$ cat src/rtl/mac_pkg.sv
// Shared types and constants for the MAC/argmax scoring sequencer.
package mac_pkg;

   typedef enum logic [2:0] {
      S_IDLE,
      S_RD,
      S_MUL,
      S_ADD,
      S_BRD,
      S_BIAS,
      S_CMP,
      S_DONE
   } state_e;

   localparam logic [1:0] OP_MUL = 2'b00;
   localparam logic [1:0] OP_ADD = 2'b01;
   localparam logic [1:0] OP_SUB = 2'b10;

   localparam logic [31:0] FP_ZERO = 32'h0;

endpackage

$ cat src/rtl/argmax_tracker.sv
// Running maximum / index of class scores; publishes the winner on commit.
module argmax_tracker
   import mac_pkg::*;
#(
   parameter int M  = 2,
   parameter int AW = 18
) (
   input  logic          clk,
   input  logic          reset,
   input  logic          upd_en,
   input  logic          first,
   input  logic          sub_neg,
   input  logic [31:0]   score,
   input  logic [AW-1:0] j,
   input  logic          commit,
   output logic [31:0]   max_val,
   output logic [AW-1:0] class_idx,
   output logic [M-1:0]  class_onehot
);

   logic [31:0]   max_q, max_d;
   logic [AW-1:0] idx_q, idx_d;
   logic [AW-1:0] cls_q, cls_d;
   logic [M-1:0]  oh_q, oh_d;
   logic          take;

   // A non-negative difference (including +0) means the newer score wins.
   assign take = upd_en & (first | ~sub_neg);

   always_comb begin
      max_d = max_q;
      idx_d = idx_q;
      cls_d = cls_q;
      oh_d  = oh_q;
      if (take) begin
         max_d = score;
         idx_d = j;
      end
      if (commit) begin
         cls_d = idx_q;
         for (int k = 0; k < M; k++) begin
            oh_d[k] = (idx_q == AW'(k));
         end
      end
   end

   always_ff @(posedge clk or negedge reset) begin
      if (!reset) begin
         max_q <= FP_ZERO;
         idx_q <= '0;
         cls_q <= '0;
         oh_q  <= '0;
      end else begin
         max_q <= max_d;
         idx_q <= idx_d;
         cls_q <= cls_d;
         oh_q  <= oh_d;
      end
   end

   assign max_val      = max_q;
   assign class_idx    = cls_q;
   assign class_onehot = oh_q;

endmodule

$ cat src/rtl/mac_argmax_sched.sv
// Sequences x*W+b scoring over a shared FP unit and picks the argmax class.
module mac_argmax_sched
   import mac_pkg::*;
#(
   parameter int N  = 3,
   parameter int M  = 2,
   parameter int AW = 18
) (
   input  logic          clk,
   input  logic          reset,
   input  logic          start,
   output logic          busy,
   output logic          done,
   output logic [AW-1:0] x_addr,
   output logic [AW-1:0] w_addr,
   output logic [AW-1:0] b_addr,
   input  logic [31:0]   x_data,
   input  logic [31:0]   w_data,
   input  logic [31:0]   b_data,
   output logic          fpu_req,
   output logic [1:0]    fpu_op,
   output logic [31:0]   fpu_a,
   output logic [31:0]   fpu_b,
   input  logic          fpu_ack,
   input  logic [31:0]   fpu_res,
   output logic [AW-1:0] class_idx,
   output logic [M-1:0]  class_onehot
);

   localparam logic [AW-1:0] N_LAST = AW'(N - 1);
   localparam logic [AW-1:0] M_LAST = AW'(M - 1);
   localparam logic [AW-1:0] M_AW   = AW'(M);
   localparam logic [AW-1:0] ONE    = AW'(1);

   state_e        state_q, state_d;
   logic [AW-1:0] i_q, i_d, j_q, j_d;
   logic [AW-1:0] xa_q, xa_d, wa_q, wa_d, ba_q, ba_d;
   logic [31:0]   acc_q, acc_d, prod_q, prod_d;
   logic [31:0]   score_q, score_d;
   logic [31:0]   opa_q, opa_d, opb_q, opb_d;
   logic          cap_q, cap_d;
   logic          busy_q, busy_d, done_q, done_d;
   logic          upd_en, commit;
   logic [31:0]   max_val;

   always_comb begin
      state_d = state_q;
      i_d     = i_q;
      j_d     = j_q;
      xa_d    = xa_q;
      wa_d    = wa_q;
      ba_d    = ba_q;
      acc_d   = acc_q;
      prod_d  = prod_q;
      score_d = score_q;
      opa_d   = opa_q;
      opb_d   = opb_q;
      cap_d   = 1'b0;
      busy_d  = busy_q;
      done_d  = 1'b0;
      fpu_req = 1'b0;
      fpu_op  = OP_MUL;
      fpu_a   = FP_ZERO;
      fpu_b   = FP_ZERO;
      upd_en  = 1'b0;
      commit  = 1'b0;
      unique case (state_q)
         S_IDLE: begin
            if (start && !done_q) begin
               i_d     = '0;
               j_d     = '0;
               acc_d   = FP_ZERO;
               busy_d  = 1'b1;
               state_d = S_RD;
            end
         end
         S_RD: begin
            xa_d    = i_q;
            wa_d    = i_q * M_AW + j_q;
            cap_d   = 1'b1;
            state_d = S_MUL;
         end
         S_MUL: begin
            // Read data lands this cycle; latch it so waits see it unchanged.
            fpu_req = 1'b1;
            fpu_op  = OP_MUL;
            fpu_a   = cap_q ? x_data : opa_q;
            fpu_b   = cap_q ? w_data : opb_q;
            opa_d   = fpu_a;
            opb_d   = fpu_b;
            if (fpu_ack) begin
               prod_d  = fpu_res;
               state_d = S_ADD;
            end
         end
         S_ADD: begin
            fpu_req = 1'b1;
            fpu_op  = OP_ADD;
            fpu_a   = acc_q;
            fpu_b   = prod_q;
            if (fpu_ack) begin
               acc_d = fpu_res;
               if (i_q == N_LAST) begin
                  state_d = S_BRD;
               end else begin
                  i_d     = i_q + ONE;
                  state_d = S_RD;
               end
            end
         end
         S_BRD: begin
            ba_d    = j_q;
            cap_d   = 1'b1;
            state_d = S_BIAS;
         end
         S_BIAS: begin
            fpu_req = 1'b1;
            fpu_op  = OP_ADD;
            fpu_a   = acc_q;
            fpu_b   = cap_q ? b_data : opb_q;
            opb_d   = fpu_b;
            if (fpu_ack) begin
               score_d = fpu_res;
               state_d = S_CMP;
            end
         end
         S_CMP: begin
            if (j_q != '0) begin
               fpu_req = 1'b1;
               fpu_op  = OP_SUB;
               fpu_a   = score_q;
               fpu_b   = max_val;
            end
            if (j_q == '0 || fpu_ack) begin
               upd_en = 1'b1;
               if (j_q == M_LAST) begin
                  state_d = S_DONE;
               end else begin
                  j_d     = j_q + ONE;
                  i_d     = '0;
                  acc_d   = FP_ZERO;
                  state_d = S_RD;
               end
            end
         end
         S_DONE: begin
            busy_d  = 1'b0;
            done_d  = 1'b1;
            commit  = 1'b1;
            state_d = S_IDLE;
         end
         default: state_d = S_IDLE;
      endcase
   end

   always_ff @(posedge clk or negedge reset) begin
      if (!reset) begin
         state_q <= S_IDLE;
         i_q     <= '0;
         j_q     <= '0;
         xa_q    <= '0;
         wa_q    <= '0;
         ba_q    <= '0;
         acc_q   <= FP_ZERO;
         prod_q  <= FP_ZERO;
         score_q <= FP_ZERO;
         opa_q   <= FP_ZERO;
         opb_q   <= FP_ZERO;
         cap_q   <= 1'b0;
         busy_q  <= 1'b0;
         done_q  <= 1'b0;
      end else begin
         state_q <= state_d;
         i_q     <= i_d;
         j_q     <= j_d;
         xa_q    <= xa_d;
         wa_q    <= wa_d;
         ba_q    <= ba_d;
         acc_q   <= acc_d;
         prod_q  <= prod_d;
         score_q <= score_d;
         opa_q   <= opa_d;
         opb_q   <= opb_d;
         cap_q   <= cap_d;
         busy_q  <= busy_d;
         done_q  <= done_d;
      end
   end

   assign x_addr = xa_d;
   assign w_addr = wa_d;
   assign b_addr = ba_d;
   assign busy   = busy_q;
   assign done   = done_q;

   argmax_tracker #(
      .M  (M),
      .AW (AW)
   ) u_track (
      .clk          (clk),
      .reset        (reset),
      .upd_en       (upd_en),
      .first        (j_q == '0),
      .sub_neg      (fpu_res[31]),
      .score        (score_q),
      .j            (j_q),
      .commit       (commit),
      .max_val      (max_val),
      .class_idx    (class_idx),
      .class_onehot (class_onehot)
   );

endmodule
$ cat config.mk
export PLATFORM = sky130hd
export DESIGN_NAME = mac_argmax_sched
export DESIGN_NICKNAME = d
export VERILOG_FILES = /design/src/rtl/mac_pkg.sv /design/src/rtl/argmax_tracker.sv /design/src/rtl/mac_argmax_sched.sv
export SDC_FILE = /design/constraint.sdc
export NUM_CORES = 1
export LEC_CHECK = 0
export CORE_ASPECT_RATIO = 1.1
export CORE_UTILIZATION = 50
export DETAILED_ROUTE_END_ITERATION = 10
export PLACE_DENSITY = 0.77
export SLEW_MARGIN = 20
export SYNTH_ARGS = -nofsm -noshare
export SYNTH_HDL_FRONTEND = slang
export SYNTH_SLANG_ARGS = --single-unit
$ cat constraint.sdc
create_clock -name clk -period 3.1 [get_ports clk]
set_clock_uncertainty 0.1 [all_clocks]
set_input_delay 0.31 -clock clk [delete_from_list [all_inputs] [get_ports clk]]
set_output_delay 0.31 -clock clk [all_outputs]
set_load 0.005 [all_outputs]
; ---- After elaboration in Yosys (flattened, before gate mapping)
; Cells that the tools add are included.
; Widths: inputs -> output; s select.
[word_totals]
word_cells = 105
output_inout_bits = 143
reg_bits = 326
[op_classes]
bitwise_logic = 3
eq_ne = 17
n_addsub = 3
reduce_logical = 21
muxes = 43
[op_table]
columns = operator, n
row1 = $mux 32, 9
row2 = $pmux 32 s3, 2
row3 = $mux 18, 10
row4 = $pmux 32 s4, 1
row5 = $pmux 32 s2, 1
row6 = $pmux 18 s3, 1
row7 = $add 18x1->18 const B, 2
row8 = $eq 18x1->1 const B, 2
row9 = $logic_not 18->1, 2
row10 = $pmux 18 s2, 1
row11 = $pmux 3 s8, 1
row12 = $mux 3, 7
row13 = $add 18x18->18, 1
row14 = $eq 18x2->1 const B, 1
row15 = $reduce_bool 18->1, 1
row16 = $ne 2x2->1 const B, 7
row17 = $eq 3x3->1 const B, 4
row18 = $reduce_and 5->1, 2
row19 = $eq 3x2->1 const B, 2
row20 = $mux 1, 6
row21 = $reduce_and 2->1, 3
row22 = $reduce_and 6->1, 1
row23 = $reduce_bool 2->1, 3
row24 = $pmux 1 s2, 2
row25 = 14 further kinds, 15

; ---- Logic depth before layout (Yosys ltp)
; Gate-level depths: netlist of run 1.
[logic_depth]
depth_word = 5
mapped_depth = 10

; ---- Hierarchy
; A second synthesis of run 1 with hierarchy kept.
[unflattened]
hier_cells = 1480
hier_area_um2 = 16144.2
[by_module_without_submodules]
columns = module, seq_area_each_um2, area_each_um2, cells_each, n_inst
row1 = mac_argmax_sched, 6406.1, 13430.4, 1322, 1
row2 = argmax_tracker, 1751.7, 2713.9, 158, 1

; ---- Worst setup path before layout of run 1
; OpenSTA, ideal clock, no wires.
[synth_path]
path_type = register to output
from = register i_q[0]
to = output w_addr[15]
stages_incl_launch_ff = 9
n_path_buf = 0
arrival_time_ns = 2.483
required_ns = 2.690
slack_ns = 0.207
path_cell_list = dfrtp_1 ha_1 fa_1 a21o_2 a221o_1 o2111ai_2 a21boi_2 or4_1 nand3_1
[synth_via]
elab_chain_len = 2
[synth_lines]
columns = element, line
row1 = start: declaration, mac_argmax_sched.sv:36  ; logic [AW-1:0] i_q, i_d, j_q, j_d;
row2 = start signal: assignment, mac_argmax_sched.sv:174  ; i_q <= i_d;
row3 = $add 18x18->18, mac_argmax_sched.sv:79  ; wa_d = i_q * M_AW + j_q;
row4 = $mux 18, mac_argmax_sched.sv:67  ; unique case (state_q)
row5 = end: declaration, mac_argmax_sched.sv:15  ; output logic [AW-1:0] w_addr,
; No other way between the ends.

; ---- Worst setup path in the final report of run 1
; Same ends and word-level chain as after synthesis.

==> results of run 1 <==
==> timing repair <==
action | 4_1_cts | 5_1_grt
gates resized for setup | 242 | 103
hold endpoints to repair | 89 | 0
endpoints found under the setup margin | 86 | 86
hold buffers | 1 | 0
cloned | 5 | 5
pin swaps | 51 | 43
buffers inserted | 30 | 28
==> cell type report <==
class                      instances  area share
multi-input combinational        992       0.347
clock buffer                      56      0.0550
sequential                       326       0.376
inverter                          15     0.00259
clock inverter                    13      0.0104
timing repair buffer             435       0.184
tap                              420      0.0242
==> synth_stat cells, types with 4 or more instances <==
cell type,number,share of area
mux2i_1,66,0.041
inv_1,15,0.0035
dfrtp_1,326,0.51
a21o_1,17,0.0080
o21ai_0,94,0.029
nand3_1,17,0.0053
ha_1,21,0.016
nand4_1,13,0.0051
and2_1,6,0.0023
a31oi_1,11,0.0043
a22o_1,25,0.014
a21oi_1,47,0.015
a221o_1,66,0.041
buf_2,37,0.012
buf_6,13,0.0091
mux2_1,6,0.0042
buf_1,9,0.0021
nand2_1,144,0.034
o21ai_1,29,0.0091
and3_1,12,0.0047
nor3_1,4,0.0013
nor2_1,91,0.021
clkbuf_1,40,0.0094
xor2_1,5,0.0027
o22ai_1,43,0.017
xnor2_1,7,0.0038
mux2_2,191,0.13
o31ai_1,8,0.0038
nor4_1,9,0.0035
==> worst max-delay path: cells and delay by family (launching register included) <==
| kind | cells | cell delay, ns |
|---|---|---|
| buffers and inverters | 2 | 0.26 |
| AND/OR/NAND/NOR | 2 | 0.50 |
| flip-flops | 1 | 0.38 |
| adder cells (fa/ha/maj) | 2 | 0.60 |
| AO/OA/AOI/OAI | 4 | 0.83 |
==> registers in the layout (all words and copies together) (netlist names) <==
| register | flops |
|---|---|
| opa_q | 32 |
| j_q | 18 |
| done | 1 |
| u_track.class_idx | 18 |
| score_q | 32 |
| cap_q | 1 |
| u_track.max_val | 32 |
| u_track.class_onehot | 2 |
| busy | 1 |
| prod_q | 32 |
| opb_q | 32 |
| wa_q | 18 |
| ba_q | 18 |
| u_track.idx_q | 18 |
| state_q | 3 |
| acc_q | 32 |
| xa_q | 18 |
| i_q | 18 |
==> report_power, final <==
| group | switching [mW] | internal (mW) |
|---|---|---|
| Clock | 1.82 | 3.17 |
| Combinational | 3.43 | 3.02 |
| Sequential | 0.693 | 5.36 |
| Total | 5.94 | 11.6 |
==> how the worst min path moves through the flow <==
stage	cells after the start	to
6_report	3	acc_q[28]
5_1_grt	3	acc_q[15]
4_1_cts	3	acc_q[28]
3_5_place_dp	1	xa_q[6]
3_3_place_gp	1	xa_q[6]
2_1_floorplan	0	acc_q[0]
==> per-stage QoR <==
step	worst slack (ns)	instance area, sq um
after floorplan	0.207	16000
after detailed placement	-0.332	19800
final	-0.410	21700
after global routing	-0.505	21700
after CTS	-0.329	21600
after global placement	-0.265	19800
==> logic make-up after synthesis <==
kind of cell,Yosys count
compound gates,362
simple gates,329
flops,326
mux,263
buf+inv,118
fa+ha+maj,22
xor+xnor,12
==> metal layers <==
| metal | GRT usage | part of all wire |
|---|---|---|
| met1 | 0.369 | 0.39 |
| met2 | 0.509 | 0.49 |
| met3 | 0.0709 | 0.074 |
| met4 | 0.125 | 0.040 |
| met5 | 0 | 0.00046 |
==> flow_metrics.tcl, run 1 <==
set metrics [dict create \
    status "finished, violations left" \
    violations "setup timing" \
    final-seq-area_sq_um 8170 \
    synthFlopType "dfrtp_1" \
    grt_pass1_wl_microns 76700 \
    crit_required_ns 2.69 \
    finalHoldViolCount 0 \
    timing.rr.end "acc_q[9]" \
    postLayoutCoreUtil 0.689 \
    r2r_setup_slack_ns 0.30 \
    area_growth_syn_to_layout_pct 35.5 \
    num-fill-cells 2308 \
    diodes 0 \
    die_h_microns 190 \
    ios 275 \
    overflow 0 \
    num_vias 13400 \
    async_flop_share 1.00 \
    relSlewSlack 0.503 \
    fmax_mhz 285 \
    finalPower_mw 17.5 \
    path_cells "ha_2 -> fa_2 -> a21o_2 -> a221o_1 -> o2111ai_2 -> buf_4 -> a21boi_2 -> or4_4 -> nand3_2 -> buf_2" \
    drv_cap 0 \
    final_antenna_net_count 0 \
    nets 1962 \
    postSynthCellCount 1432 \
    synthXorXnorAreaFrac 0.00656 \
    final_cell_mix "322 x dfrtp_1, 196 x clkdlybuf4s50_1, 191 x mux2_2" \
    power.density_nw_per_um2 806 \
    dp_cells 2132 \
    dr.first_iter.drc_count 923 \
    finalMaxSlewViolations 0 \
    cts.path.max_buffers 3 \
    r2r_start "j_q[6]" \
    multiInputGateArea_sq_um 7540 \
    h-tree-depth 2 \
    synth_top_family_by_area "multiplexers" \
    path_class "reg -> out" \
    hp-class "in -> reg" \
    ys_seq_area_frac 0.510 \
    synth_compound_area_frac 0.153 \
    startpoint "i_q[0]" \
    min_from "fpu_res[28]" \
    root_buffer "clkbuf_16" \
    ff2ff_path_depth 9 \
    portBuffers 274 \
    ys_ff_latch 326 \
    wl_microns 49800 \
    synth_fa_ha_area_frac 0.0177 \
    period_minus_slack_ns 3.51 \
    cts_made_buffers 38 \
    crit_path_max_incr_delay_ns 0.41 \
    endpoint "w_addr[15]" \
    drt_pass1_iterations 5 \
    syn_area_sq_um 16000 \
    crit_arrival_ns 3.10 \
    yosys_warnings 0 \
    cp_max_fo 2 \
    cp-start-kind "register" \
    final.setup.worst_slack_ns -0.410 \
    slowest_stage "or4_4" \
    routedWlPerCell_microns 22.1 \
    cts_tree "built" \
    grtUsageTotal 0.300 \
    post-dp-hpwl_microns 32500 \
    grt_max_degree 96 \
    synth_fp_nets 1586 \
    yosys.area_share.simple 0.0950 \
    peakVddDrop_v 0.000575 \
    core_area_sq_um 31500 \
    whs_ns 0.285 \
    drive_gt1_frac 0.297 \
    grt_pass1_vias 13500 \
    synth-edff-count 0 \
    cp-end-kind "primary output" \
    cts.clk_slew.worst_paths_ns 0.06 \
    rows 68 \
    final-setup-viol-count 9 \
    postSynthAreaPerCell_sq_um 11.2 \
    final_cells 2257 \
    finalSetupTns_ns -1.54 \
    tightest_slew_ns 0.746 \
    start_util 0.509 \
    clock_latency_ns 0.53 \
    p_leak_nw 9.97 \
    muxShareOfSynthArea 0.180 \
    grt_setup_unrepaired "yes" \
    fp.dieW_microns 173 \
    cts_sinks 326 \
    antenna_found_initial 2 \
    layout_commonest_cell "dfrtp_1" \
    yosysUniqueCellTypes 66 \
    period_share 1.13 \
    routabilityCongestion 0.886 \
    die_area_sq_um 32700 \
    via_per_inst 5.95 \
    drc 0 \
]
Power figures use the tool's default switching activity.
==> inputs of run 2 (changes only) <==
--- a/config.mk
+++ b/config.mk
@@ -9,7 +9,7 @@
 export CORE_UTILIZATION = 50
 export DETAILED_ROUTE_END_ITERATION = 10
 export PLACE_DENSITY = 0.77
-export SLEW_MARGIN = 20
+export SLEW_MARGIN = 15
 export SYNTH_ARGS = -nofsm -noshare
 export SYNTH_HDL_FRONTEND = slang
 export SYNTH_SLANG_ARGS = --single-unit
==> flow_metrics.tcl, run 2 (synthesized netlist as in run 1, its figures left out) <==
set metrics [dict create \
    wl_met2_microns 24600 \
    grt_pass1_vias 13500 \
    num_vias 13500 \
    cts_made_buffers 38 \
    grtUsageTotal 0.300 \
    crit_required_ns 2.69 \
    cts.clk_slew.worst_paths_ns 0.06 \
    drt_pass1_iterations 5 \
    start_util 0.509 \
    period_minus_slack_ns 3.52 \
    root_buffer "clkbuf_16" \
    diodes 0 \
    antenna_found_initial 2 \
    highest_layer "met5" \
    die_h_microns 190 \
    tightest_slew_ns 1.23 \
    period_share 1.13 \
    postLayoutCoreUtil 0.689 \
    relSlewSlack 0.180 \
    crit_arrival_ns 3.11 \
    cts_sinks 326 \
    num-fill-cells 2308 \
    via_per_inst 5.96 \
    nets 1962 \
    h-tree-depth 2 \
    portBuffers 274 \
    overflow 0 \
    wl_met3_microns 3740 \
    fmax_mhz 284 \
    layout_commonest_cell "dfrtp_1" \
    final-setup-viol-count 11 \
    power.density_nw_per_um2 806 \
    dr.first_iter.drc_count 915 \
    fp.dieW_microns 173 \
    hp-class "in -> reg" \
    cts_tree "built" \
    status "finished, violations left" \
    cp_max_fo 2 \
    final_cells 2257 \
    routedWlPerCell_microns 22.1 \
    rows 68 \
    final.setup.worst_slack_ns -0.416 \
    wl_microns 49900 \
    routabilityCongestion 0.886 \
    peakVddDrop_v 0.000575 \
    violations "setup timing" \
    path_class "reg -> out" \
    p_leak_nw 9.97 \
    grt_setup_unrepaired "yes" \
    final_antenna_net_count 0 \
    ios 275 \
    final_cell_mix "322 x dfrtp_1, 196 x clkdlybuf4s50_1, 191 x mux2_2" \
    core_area_sq_um 31500 \
    met1_length_microns 19500 \
    grt_pass1_wl_microns 76700 \
    area_growth_syn_to_layout_pct 35.5 \
    post-dp-hpwl_microns 32500 \
    grt_max_degree 96 \
    drv_cap 0 \
    drc 0 \
    cp-start-kind "register" \
    finalHoldViolCount 0 \
    cp-end-kind "primary output" \
    drive_gt1_frac 0.296 \
    pre_cts_slack_ns -0.332 \
    clock_latency_ns 0.52 \
    cts.path.max_buffers 3 \
    die_area_sq_um 32700 \
    dp_cells 2132 \
    finalMaxSlewViolations 0 \
]
[run 2: layout make-up]
cell class,count,area [sq um],share of cell area
multi-input cells,992,7540,0.347
repair buffers,435,3990,0.184
clock buffers,56,1190,0.0550
clock inverters,13,226,0.0104
flip-flops and latches,326,8170,0.376
well taps,420,526,0.0242
inverters,15,56.3,0.00260
[run 2: timing repair]
item / CTS / global route
gates resized for setup: 242 / 103
pin swaps: 51 / 43
endpoints found under the hold margin: 89 / 0
setup endpoints to repair: 86 / 86
setup buffers: 30 / 28
hold buffers: 1 / 0
gates cloned: 5 / 5
[run 2: critical path, cell delays in order, from the launching register on]
cell and delay (ns):
dfrtp_1 0.38, ha_2 0.20, fa_2 0.40, a21o_2 0.21
a221o_1 0.33, o2111ai_2 0.24, buf_4 0.15, a21boi_2 0.05
or4_4 0.42, nand3_2 0.09, buf_2 0.11
[run 2: worst paths after layout]
| kind | from | end | slack [ns] | cells past startpoint |
|---|---|---|---|---|
| setup reg to reg | j_q[6] | acc_q[9] | 0.26 | 9 |
| max in group asynchronous | reset | score_q[6] | 1.72 | 3 |
| hold / removal | fpu_res[28] | acc_q[28] | 0.29 | 3 |
| hold reg to reg | opb_q[14] | opb_q[14] | 0.38 | 1 |
| min in group asynchronous | reset | xa_q[6] | 0.32 | 2 |
| setup / recovery | i_q[0] | w_addr[15] | -0.42 | 10 |
[run 2: through the flow]
stage,hold WS [ns],TNS [ns],power [mW],area [sq um]
after floorplan,-0.0856,0,9.78,16000
after global placement,0.300,-0.948,12.6,19800
after detailed placement,0.293,-1.55,12.8,19800
after CTS,0.281,-3.09,17.5,21600
after global routing,0.301,-3.19,18.3,21700
final,0.287,-1.57,17.5,21700
[run 2: layer usage]
layer / vias to the layer above / GRT usage
li1: 6042 / -
met1: 6741 / 0.369
met2: 560 / 0.509
met3: 115 / 0.0709
met4: 4 / 0.125
met5: - / 0
[run 2: power by group]
group | leakage [nW] | internal [mW] | total, mW | switching (mW)
clock network | 0.704 | 3.17 | 4.98 | 1.81
logic | 5.03 | 3.02 | 6.45 | 3.44
registers | 4.23 | 5.36 | 6.06 | 0.694
total | 9.97 | 11.6 | 17.5 | 5.94
==> inputs of run 3 (changes only) <==
--- a/config.mk
+++ b/config.mk
@@ -9,7 +9,7 @@
 export CORE_UTILIZATION = 50
 export DETAILED_ROUTE_END_ITERATION = 10
 export PLACE_DENSITY = 0.77
-export SLEW_MARGIN = 15
+export SLEW_MARGIN = 20
 export SYNTH_ARGS = -nofsm -noshare
 export SYNTH_HDL_FRONTEND = slang
 export SYNTH_SLANG_ARGS = --single-unit
==> results of run 3 <==
The final DEF is identical to that of run 1; final timing and power are the same.
